**config.mk**
```make
export PLATFORM = sky130hd
export DESIGN_NAME = acc32_rd
export DESIGN_NICKNAME = d
export VERILOG_FILES = /design/src/rtl/acc32_pkg.sv /design/src/rtl/adder32bit.sv /design/src/rtl/acc32_rd.sv
export SDC_FILE = /design/constraint.sdc
export NUM_CORES = 1
export LEC_CHECK = 0
export ABC_AREA = 1
export CAP_MARGIN = 10
export CORE_UTILIZATION = 33
export DETAILED_ROUTE_END_ITERATION = 12
export PLACE_DENSITY = 0.6
export SKIP_CTS_REPAIR_TIMING = 1
export SLEW_MARGIN = 20
export SYNTH_ARGS = -nofsm -noshare
export SYNTH_HDL_FRONTEND = slang
export SYNTH_SLANG_ARGS = --single-unit
```
**constraint.sdc**
```tcl
create_clock -name clk -period 2.6 [get_ports clk]
set_clock_uncertainty 0.2 [all_clocks]
set_input_delay 0.52 -clock clk [delete_from_list [all_inputs] [get_ports clk]]
set_output_delay 0.52 -clock clk [all_outputs]
set_load 0.05 [all_outputs]
```
**src/rtl/acc32_pkg.sv**
```systemverilog
// acc32_pkg: shared state encoding and default sizing for the acc32_rd stream accumulator.
package acc32_pkg;
    typedef enum logic {ACC, DONE} acc_state_e;
    localparam int ACC_WIDTH = 32;
    localparam int ACC_CNT_W = 8;
    localparam logic [ACC_WIDTH-1:0] ACC_ALL_ONES = '1;
endpackage

```
**src/rtl/adder32bit.sv**
```systemverilog
// adder32bit: recursive-doubling (Kogge-Stone) parallel-prefix adder.
module adder32bit #(
    parameter int WIDTH = 32
) (
    input  logic [WIDTH-1:0] a,
    input  logic [WIDTH-1:0] b,
    input  logic             cin,
    output logic [WIDTH-1:0] sum,
    output logic             cout
);
    logic [WIDTH-1:0] p, g, pg, gn, pn;
    always_comb begin
        p  = a ^ b;
        g  = a & b;
        g[0] = g[0] | (p[0] & cin);
        pg = p;
        gn = g;
        pn = pg;
        // each pass doubles the span over which group generate/propagate is known
        for (int k = 1; k < WIDTH; k = k * 2) begin
            gn = g;
            pn = pg;
            for (int i = k; i < WIDTH; i++) begin
                gn[i] = g[i] | (pg[i] & g[i-k]);
                pn[i] = pg[i] & pg[i-k];
            end
            g  = gn;
            pg = pn;
        end
    end
    assign sum  = p ^ {g[WIDTH-2:0], cin};
    assign cout = g[WIDTH-1];
endmodule

```
**src/rtl/acc32_rd.sv**
```systemverilog
// acc32_rd: framed valid/ready stream accumulator around one adder32bit.
// Define ACC_SAT_EN to clamp the running sum to all ones once it overflows.
module acc32_rd
    import acc32_pkg::*;
#(
    parameter int WIDTH = ACC_WIDTH,
    parameter int CNT_W = ACC_CNT_W
) (
    input  logic             clk,
    input  logic             rst_n,
    input  logic             clr,
    input  logic             in_valid,
    output logic             in_ready,
    input  logic [WIDTH-1:0] in_data,
    input  logic             in_last,
    output logic             out_valid,
    input  logic             out_ready,
    output logic [WIDTH-1:0] out_sum,
    output logic             out_carry,
    output logic [CNT_W-1:0] out_count
);
    acc_state_e       state_q, state_d;
    logic [WIDTH-1:0] acc_q, acc_d, add_sum, next_acc;
    logic             carry_q, carry_d, add_cout;
    logic [CNT_W-1:0] count_q, count_d;

    adder32bit #(.WIDTH(WIDTH)) u_add (
        .a(acc_q), .b(in_data), .cin(1'b0), .sum(add_sum), .cout(add_cout)
    );

`ifdef ACC_SAT_EN
    assign next_acc = (add_cout || carry_q) ? WIDTH'(ACC_ALL_ONES) : add_sum;
`else
    assign next_acc = add_sum;
`endif

    always_comb begin
        state_d = state_q;
        acc_d   = acc_q;
        carry_d = carry_q;
        count_d = count_q;
        if (clr || (state_q == DONE && out_ready)) begin
            state_d = ACC;
            acc_d   = '0;
            carry_d = 1'b0;
            count_d = '0;
        end else if (state_q == ACC && in_valid) begin
            acc_d   = next_acc;
            carry_d = carry_q | add_cout;
            count_d = (count_q == '1) ? count_q : count_q + CNT_W'(1);
            state_d = in_last ? DONE : ACC;
        end
    end

    always_ff @(posedge clk or negedge rst_n) begin
        if (!rst_n) begin
            state_q <= ACC;
            acc_q   <= '0;
            carry_q <= 1'b0;
            count_q <= '0;
        end else begin
            state_q <= state_d;
            acc_q   <= acc_d;
            carry_q <= carry_d;
            count_q <= count_d;
        end
    end

    // the accumulator is frozen in DONE, so it doubles as the result register
    assign in_ready  = (state_q == ACC);
    assign out_valid = (state_q == DONE);
    assign out_sum   = out_valid ? acc_q : '0;
    assign out_carry = out_valid & carry_q;
    assign out_count = out_valid ? count_q : '0;
endmodule

```
==> results of run 1 <==
-- cell families (layout without fill, tap and decap cells) --
family,after synthesis,in the layout,share of synthesized area (%)
xor gates and xnor gates,2,2,0.383
AOI/OAI and AO/OA,67,67,8.06
DFF,42,42,23.0
adders and majority gates,34,34,9.46
and+or+nand+nor,465,465,43.4
buffers and inverters,189,310,15.7
-- placed cells by master, fill, tap and decap left out, drive strengths merged --
master	count
clkbuf	5
dlygate4sd3	1
nor2	51
o21ai	21
o21bai	4
or2	4
nand3b	4
nand2	348
a31oi	1
nand4	4
ha	33
clkinv	2
a21oi	37
clkinvlp	1
clkdlybuf4s50	36
dfrtp	42
o31ai	2
fa	1
a32o	2
and2	3
inv	179
xnor2	1
nand3	44
buf	86
nor3	7
xor2	1
-- cells in the mapped netlist --
library cell / number / area share (%)
clkbuf_1: 4 / 0.33
inv_2: 9 / 0.74
fa_1: 1 / 0.44
buf_2: 5 / 0.55
a32o_1: 2 / 0.44
a31oi_1: 1 / 0.14
o21ai_0: 15 / 1.6
a21oi_2: 2 / 0.38
xnor2_1: 1 / 0.19
or2_2: 3 / 0.41
nor3_1: 2 / 0.22
nor2_4: 2 / 0.49
ha_1: 33 / 9.0
xor2_1: 1 / 0.19
nor3_2: 5 / 1.1
nand2_1: 326 / 27
nand3_1: 41 / 4.5
and2_1: 3 / 0.41
nor2_1: 39 / 3.2
a21oi_1: 35 / 3.8
o31ai_1: 2 / 0.33
o21bai_1: 4 / 0.66
or2_1: 1 / 0.14
nand3_2: 3 / 0.66
nor2_2: 10 / 1.4
nand2_2: 22 / 3.0
buf_4: 1 / 0.16
o21ai_1: 6 / 0.66
dfrtp_1: 42 / 23
nand4_1: 4 / 0.55
nand3b_1: 4 / 0.66
inv_1: 170 / 14
-- layout make-up --
class | instances | area, sq um | area share [%]
timing repair buffer | 123 | 1540 | 23.9
clock buffer | 5 | 125 | 1.94
clock inverter | 3 | 21.3 | 0.330
sequential | 42 | 1050 | 16.3
tap | 176 | 220 | 3.42
multi-input combinational | 568 | 2810 | 43.6
inverter | 179 | 672 | 10.4
-- through the flow --
| step | util (%) | cell area, sq um | setup slack, ns | hold WS, ns |
|---|---|---|---|---|
| after floorplan | - | 4580 | 0.385 | 0.0244 |
| after global placement | 46.9 | 6280 | -0.103 | 0.286 |
| after detailed placement | 46.9 | 6280 | -0.125 | 0.280 |
| after CTS | 47.9 | 6420 | 0.195 | -0.0512 |
| after global routing | 48.0 | 6440 | 0.0360 | 0.339 |
| final | 48.0 | 6440 | 0.270 | 0.310 |
-- power by group --
group | leakage (nW) | internal (mW) | switching, mW
sequential | 0.565 | 0.721 | 0.0608
combinational | 3.17 | 0.515 | 0.750
clock | 0.0698 | 0.357 | 0.316
-- routing by layer --
layer	track usage (%)	wire (um)	part of all wire [%]
met4	6.02	270	2.1
met1	27.3	6450	49
met2	30.5	5480	42
met5	0	0	0
met3	4.66	835	6.4
-- flip-flops by register name, indices dropped and copies added (netlist names) --
| register | flops |
|---|---|
| acc_q | 32 |
| count_q | 8 |
| carry_q | 1 |
| out_valid | 1 |
-- how the worst max path moves through the flow --
stage,endpoint,start,slack (ns)
after floorplan,out_carry,out_valid,0.39
final,acc_q[28],in_data[0],0.27
after global routing,acc_q[20],in_data[0],0.04
after detailed placement,acc_q[28],in_data[0],-0.13
after CTS,acc_q[28],in_data[0],0.19
after global placement,acc_q[28],in_data[0],-0.10
-- tightest hold or removal path: stages, from the launching register on --
cell and delay (ns):
dfrtp_1 0.37, nand2_1 0.06, nand2_1 0.05
==> flow_summary.ini, run 1 <==
[floorplanning]
die_w_um = 120
dieArea_sq_mm = 0.0143
core_area_sq_mm = 0.0134
ios = 81
rows = 42
start_util_pct = 34.2
die_h_um = 120

[logic_synthesis]
ys_warn_count = 0
synthesis.nets = 871
syn_avg_cell_area_sq_um = 5.73
synthesis.area_sq_mm = 0.00458
seq_area_frac_synth_pct = 23.0
synth.distinct_cells = 32
netlist_instances = 799
ys_ff_latch = 42

[worst_setup_path]
reg2regPathDepth = 11
worstPathArrival_ns = 2.33
path_cells = clkdlybuf4s50_1, ha_1, inv_1, fa_2, inv_1, nand3_1, nand3_1, nand3_1, nand3_1, nand2_1, nand2_1, nand2_1, nand3_1, nand2_1
r2r_setup_slack_ns = 0.51
r2r_start = acc_q[12]
crit_path_start_kind = input port
path_max_fanout = 4
max_stage_delay_ns = 0.46
crit_buf_inv = 3
cp_top_family = simple AND/OR/NAND/NOR gates
crit_top_cell = nand3_1
crit_required_ns = 2.60
r2r-end = acc_q[31]
crit_path_end_kind = flop
crit_type = input port to flop
cp_slowest_cell = clkdlybuf4s50_1
path_depth = 14

[worst_hold_path]
holdPathStages = 2
hp-class = flop to flop
hold_start = acc_q[21]
hold_path_end = acc_q[21]

[timing]
tightest_slew_ns = 0.409
rsz0062_at_grt = no
max_freq_mhz = 429
post-route-min-period_ns = 2.33
final_hold_viol_count = 0
post-route-period-util_pct = 89.6
final.setup.tns_ns = 0
maxSlewViolCount = 0
setup_viol = 0
relSlewSlack_pct = 72.8

[routing]
ant_nets = 0
drc = 0
viasPerCell = 4.43
drt_iter0_markers = 250
first_pass_iters = 5
num_vias = 4858
wl_um = 13000
post_drt_wl_per_cell_um = 11.9

[job]
drv_cap = 0

[placed_design]
gp_congestion = 0.913
placement.io_buffers = 80
dp_hpwl_um = 10600
placedCellCount = 1087

[power_and_ir_drop]
vdd_drop_max_uv = 247
p_leak_nw = 3.80
finalPower_mw = 2.72
cellPowerDensity_mw_per_mm2 = 422

[final_layout]
fin_cells = 1096
final_net_count = 991
layout-drive-gt1-share_pct = 16.4
antenna_cells = 0
n_fill_cell = 1383
synthToLayoutAreaGrowth_pct = 40.7

[cts]
clk_latency_ns = 0.31
clockRootBuffer = clkbuf_16
cts_tree = built
cts.sinks = 42
numCtsBuffers = 5
htree_num_levels = 2
clockBufferDepth = 2
clk_pin_slew_worst_paths_ns = 0.07

[grt]
grt_pass1_wl_um = 22500
antenna_found_initial = 0
grt-ovfl-total = 0
grtUsageTotal_pct = 19.8
grt_pass1_vias = 4644
grt_start_max_net_pins = 25

[status]
status = completed
Power figures use the tool's default switching activity.
==> inputs of run 2 (changes only) <==
--- a/config.mk
+++ b/config.mk
@@ -5,11 +5,11 @@
 export SDC_FILE = /design/constraint.sdc
 export NUM_CORES = 1
 export LEC_CHECK = 0
-export ABC_AREA = 1
 export CAP_MARGIN = 10
 export CORE_UTILIZATION = 33
 export DETAILED_ROUTE_END_ITERATION = 12
-export PLACE_DENSITY = 0.6
+export HOLD_SLACK_MARGIN = 0.15
+export PLACE_DENSITY = 0.62
 export SKIP_CTS_REPAIR_TIMING = 1
 export SLEW_MARGIN = 20
 export SYNTH_ARGS = -nofsm -noshare
==> flow_summary.ini, run 2 <==
[cts]
cts_tree = built
clk_pin_slew_worst_paths_ns = 0.09
htree_num_levels = 2
numCtsBuffers = 5
cts.sinks = 42
clk_latency_ns = 0.32
clockRootBuffer = clkbuf_8
clockBufferDepth = 2

[logic_synthesis]
synth_top_area_cell = dfrtp_1
netlist_instances = 415
synthAdderAreaFrac_pct = 11.8
seq_area_frac_synth_pct = 28.7
synth_top_family_by_area = compound AO/OA/AOI/OAI gates
synth-xor-area-share_pct = 7.88
ys_ff_latch = 42
syn_avg_cell_area_sq_um = 8.83
async_flop_share_pct = 100
synth_compound_area_share_pct = 26.6
ys_warn_count = 0
synth.most_common_cell = dfrtp_1
synthesis.nets = 487
synthFlopType = dfrtp_1
synthTopCellsByArea = dfrtp_1, ha_1, and2_1, a22o_1, xor2_1
yosys.area_share.simple_pct = 19.8
synthesis.area_sq_mm = 0.00367
synth_edf_count = 0
synth_common_cells = dfrtp_1, and2_1, ha_1, a21oi_1
muxShareOfSynthArea_pct = 0.273
synth.distinct_cells = 56
synth_top_area_share_pct = 28.7

[final_layout]
layout-drive-gt1-share_pct = 41.1
final_common_cell = buf_4
synthToLayoutAreaGrowth_pct = 77.1
fin_cells = 736
reg_top3 = acc_q: 32 flops, count_q: 8 flops
antenna_cells = 0
layout_common_cells = buf_4, dfrtp_1, buf_12
largest_reg_flops = 32
regMostFlops = acc_q
fin_util_pct = 59.9
n_fill_cell = 901
final_net_count = 667
final_cell_area_sq_mm = 0.00649

[job]
drv_cap = 0

[worst_hold_path]
hp-class = flop to flop

[power_and_ir_drop]
cellPowerDensity_mw_per_mm2 = 468
vdd_drop_max_uv = 236
p_leak_nw = 2.99

[timing]
post-route-period-util_pct = 106
max_freq_mhz = 361
setup_ws_ns = -0.167
final.setup.tns_ns = -1.27
final_hold_viol_count = 0
tightest_slew_ns = 0.576
post-route-min-period_ns = 2.77
setup_viol = 15
relSlewSlack_pct = 61.6
rsz0062_at_grt = yes
maxSlewViolCount = 0

[status]
status = finished, violations left
violations = setup timing

[placed_design]
dp_hpwl_um = 8250
gp_congestion = 0.889
postPlaceCellArea_sq_mm = 0.00579
placement.io_buffers = 80
placedCellCount = 714
dp_slack_ns = -0.950

[worst_setup_path]
crit_type = flop to flop
crit_path_start_kind = flop
worstPathArrival_ns = 2.78
crit_path_end_kind = flop
path_max_fanout = 2
crit_required_ns = 2.61

[grt]
grt_pass1_wl_um = 17600
grt-ovfl-total = 0
grt_pass1_vias = 3730
use_met3_pct = 2.72
grtUsageTotal_pct = 19.3
top_usage_layer = met2
grt_start_max_net_pins = 43
use_met2_pct = 34.5
antenna_found_initial = 0
met1_usage_pct = 23.8

[floorplanning]
ios = 81
rows = 38
dieArea_sq_mm = 0.0115
die_h_um = 107
die_w_um = 107
core_area_sq_mm = 0.0108
start_util_pct = 33.8

[routing]
ant_nets = 0
num_vias = 3790
post_drt_wl_per_cell_um = 15.6
drc = 0
first_pass_iters = 4
wl_um = 11500
viasPerCell = 5.15
drt_iter0_markers = 156
## run 2: cell count changes in the layout (fill, tap and decap cells not counted), moves of 18 or more
cell,before,now
ha_4,0,18
buf_4,43,109
nand3_1,41,7
xor2_1,1,20
inv_1,170,7
nand2_2,22,0
ha_1,33,14
a22o_1,0,27
nand2_1,326,29
and2_1,3,40
## run 2: kinds of logic (layout without fill, tap and decap cells)
group,Yosys count,in the layout
simple gates,141,141
compound gates,131,131
buf+inv,33,214
flops,42,42
mux,1,1
fa+ha+maj,34,34
xor+xnor,33,33
## run 2: power breakdown
| part | switching (mW) | total [mW] | internal [mW] | leakage, nW |
|---|---|---|---|---|
| registers | 0.0746 | 0.803 | 0.728 | 0.565 |
| logic | 0.848 | 1.76 | 0.908 | 2.39 |
| clock network | 0.285 | 0.478 | 0.193 | 0.0408 |
## run 2: critical path, cell delays in order (launching register included)
cell and delay [ns]:
dfrtp_1 0.40, ha_4 0.15, inv_2 0.04, fa_2 0.38, nand2b_4 0.16, a2111oi_4 0.37
nor4b_2 0.12, o31ai_2 0.27, a21oi_2 0.11, o221ai_2 0.21, xnor2_1 0.09, a22o_1 0.17
## run 2: through the flow
stage	total power, mW	hold slack, ns
finish	3.04	0.336
CTS	2.77	0.0962
floorplan	1.65	0.0244
detailed placement	2.28	0.319
global placement	2.24	0.304
global route	3.21	0.355
## run 2: area by class of cell
type                       count  area, sq um  area share (%)
sequential                    42         1050            16.2
tap                          140          175            2.70
inverter                      11         45.0           0.694
multi-input combinational    340         2990            46.1
clock buffer                   5         68.8            1.06
clock inverter                 3         23.8           0.366
timing repair buffer         195         2140            32.9
## run 2: worst paths after layout
path | start | end | slack, ns | depth (start not counted)
max | acc_q[0] | acc_q[22] | -0.17 | 11
min | carry_q | carry_q | 0.34 | 2
max reg2reg | acc_q[0] | acc_q[22] | -0.17 | 11
min reg2reg | carry_q | carry_q | 0.34 | 2
max in group asynchronous | rst_n | acc_q[13] | 1.18 | 3
min in group asynchronous | rst_n | acc_q[6] | 0.62 | 3
## run 2: metal layers
layer  wire length (um)  vias to the layer above  part of all wire (%)
li1                   -                     1867                     -
met5                  0                        -                     0
met4                195                        0                   1.7
met2               5930                       93                    51
met3                440                       14                   3.8
met1               4950                     1816                    43
==> inputs of run 3 (changes only) <==
--- a/config.mk
+++ b/config.mk
@@ -6,11 +6,13 @@
 export NUM_CORES = 1
 export LEC_CHECK = 0
 export CAP_MARGIN = 10
+export CORE_MARGIN = 8
 export CORE_UTILIZATION = 33
 export DETAILED_ROUTE_END_ITERATION = 12
 export HOLD_SLACK_MARGIN = 0.15
 export PLACE_DENSITY = 0.62
 export SKIP_CTS_REPAIR_TIMING = 1
+export SKIP_LAST_GASP = 1
 export SLEW_MARGIN = 20
 export SYNTH_ARGS = -nofsm -noshare
 export SYNTH_HDL_FRONTEND = slang
==> flow_summary.ini, run 3 (synthesis gave the netlist of run 2 again) <==
[power_and_ir_drop]
cellPowerDensity_mw_per_mm2 = 470
p_leak_nw = 2.99
finalPower_mw = 3.04
vdd_drop_max_uv = 235

[grt]
grt_pass1_vias = 3945
grtUsageTotal_pct = 15.3
grt_pass1_wl_um = 18800
grt_start_max_net_pins = 43
antenna_found_initial = 0
grt-ovfl-total = 0

[worst_setup_path]
crit_path_end_kind = flop
worstPathArrival_ns = 2.77
path_max_fanout = 6
crit_path_start_kind = input port
crit_type = input port to flop
crit_required_ns = 2.62

[placed_design]
placement.io_buffers = 80
dp_hpwl_um = 8720
placedCellCount = 715
dp_slack_ns = -0.867
gp_congestion = 0.890

[cts]
clockRootBuffer = clkbuf_8
cts_tree = built
numCtsBuffers = 5
cts.sinks = 42
clockBufferDepth = 2
htree_num_levels = 2
clk_latency_ns = 0.31
clk_pin_slew_worst_paths_ns = 0.11

[routing]
wl_met3_um = 633
post_drt_wl_per_cell_um = 16.5
wl_um = 12200
ant_nets = 0
num_vias = 3768
viasPerCell = 5.11
drt_iter0_markers = 154
wl_met1_um = 5280
routed.top_layer = met4
drc = 0
first_pass_iters = 4
route.met2.wl_um = 6110

[timing]
max_freq_mhz = 363
setup_ws_ns = -0.153
final.setup.tns_ns = -1.13
holdWs_ns = 0.332
post-route-min-period_ns = 2.75
rsz0062_at_grt = yes
relSlewSlack_pct = 61.7
maxSlewViolCount = 0
post-route-period-util_pct = 106
tightest_slew_ns = 0.574
final_hold_viol_count = 0
setup_viol = 15

[final_layout]
largest_reg_flops = 32
synthToLayoutAreaGrowth_pct = 76.7
final_common_cell = buf_4
layout-drive-gt1-share_pct = 41.0
layout_common_cells = buf_4, buf_12, dfrtp_1
n_fill_cell = 914
final_net_count = 668
fin_cells = 737
antenna_cells = 0
regMostFlops = acc_q
reg_top3 = acc_q: 32 flops, count_q: 8 flops

[floorplanning]
rows = 38
die_w_um = 121
dieArea_sq_mm = 0.0147
die_h_um = 121
start_util_pct = 33.8
core_area_sq_mm = 0.0108
ios = 81

[worst_hold_path]
hp-class = flop to flop

[job]
drv_cap = 0

[status]
status = finished, violations left
violations = setup timing
run 3: cell count changes in the layout (fill, tap and decap cells not counted), sizes merged:
cell	change
inv	+1
buf	+1
clkinvlp	-2
clkinv	+1
run 3: layout make-up:
class / count / area (sq um) / area share, %
Timing Repair Buffer: 196 / 2160 / 33.3
Sequential cell: 42 / 1050 / 16.2
Clock inverter: 3 / 25.0 / 0.386
Multi-Input combinational cell: 340 / 2960 / 45.7
Inverter: 11 / 41.3 / 0.637
Clock buffer: 5 / 68.8 / 1.06
Tap cell: 140 / 175 / 2.70
run 3: metrics by stage:
| stage | area, sq um | util (%) |
|---|---|---|
| 6_report | 6480 | 59.8 |
| 5_1_grt | 6480 | 59.8 |
| 4_1_cts | 5900 | 54.4 |
| 3_5_place_dp | 5810 | 53.6 |
| 3_3_place_gp | 5810 | 53.6 |
| 2_1_floorplan | 3780 | - |
run 3: final timing paths:
| check | from | depth (start not counted) | to | slack [ns] |
|---|---|---|---|---|
| max in group asynchronous | rst_n | 3 | acc_q[8] | 1.19 |
| min in group asynchronous | rst_n | 3 | acc_q[21] | 0.62 |
| min | count_q[0] | 1 | count_q[0] | 0.33 |
| max | in_data[7] | 10 | acc_q[22] | -0.15 |
| max reg2reg | acc_q[0] | 10 | acc_q[29] | -0.13 |
| min reg2reg | count_q[0] | 1 | count_q[0] | 0.33 |
run 3: power by group:
group / total, mW / switching (mW) / internal [mW] / leakage (nW)
logic: 1.75 / 0.829 / 0.921 / 2.38
registers: 0.809 / 0.0809 / 0.728 / 0.565
clock network: 0.484 / 0.289 / 0.195 / 0.0447
run 3: worst max-delay path, stage by stage:
cell and delay (ns):
clkdlybuf4s50_1 0.47, ha_4 0.34, nand3_2 0.09, a2111oi_4 0.37
nor4b_2 0.10, o31ai_1 0.25, a21oi_1 0.13, o221ai_1 0.23
xnor2_1 0.09, a22o_1 0.17
run 3: per-layer routing:
layer | vias up | GRT usage [%]
met5 | - | 0
li1 | 1868 | -
met3 | 13 | 3.68
met4 | 0 | 2.62
met2 | 74 | 26.3
met1 | 1813 | 19.2
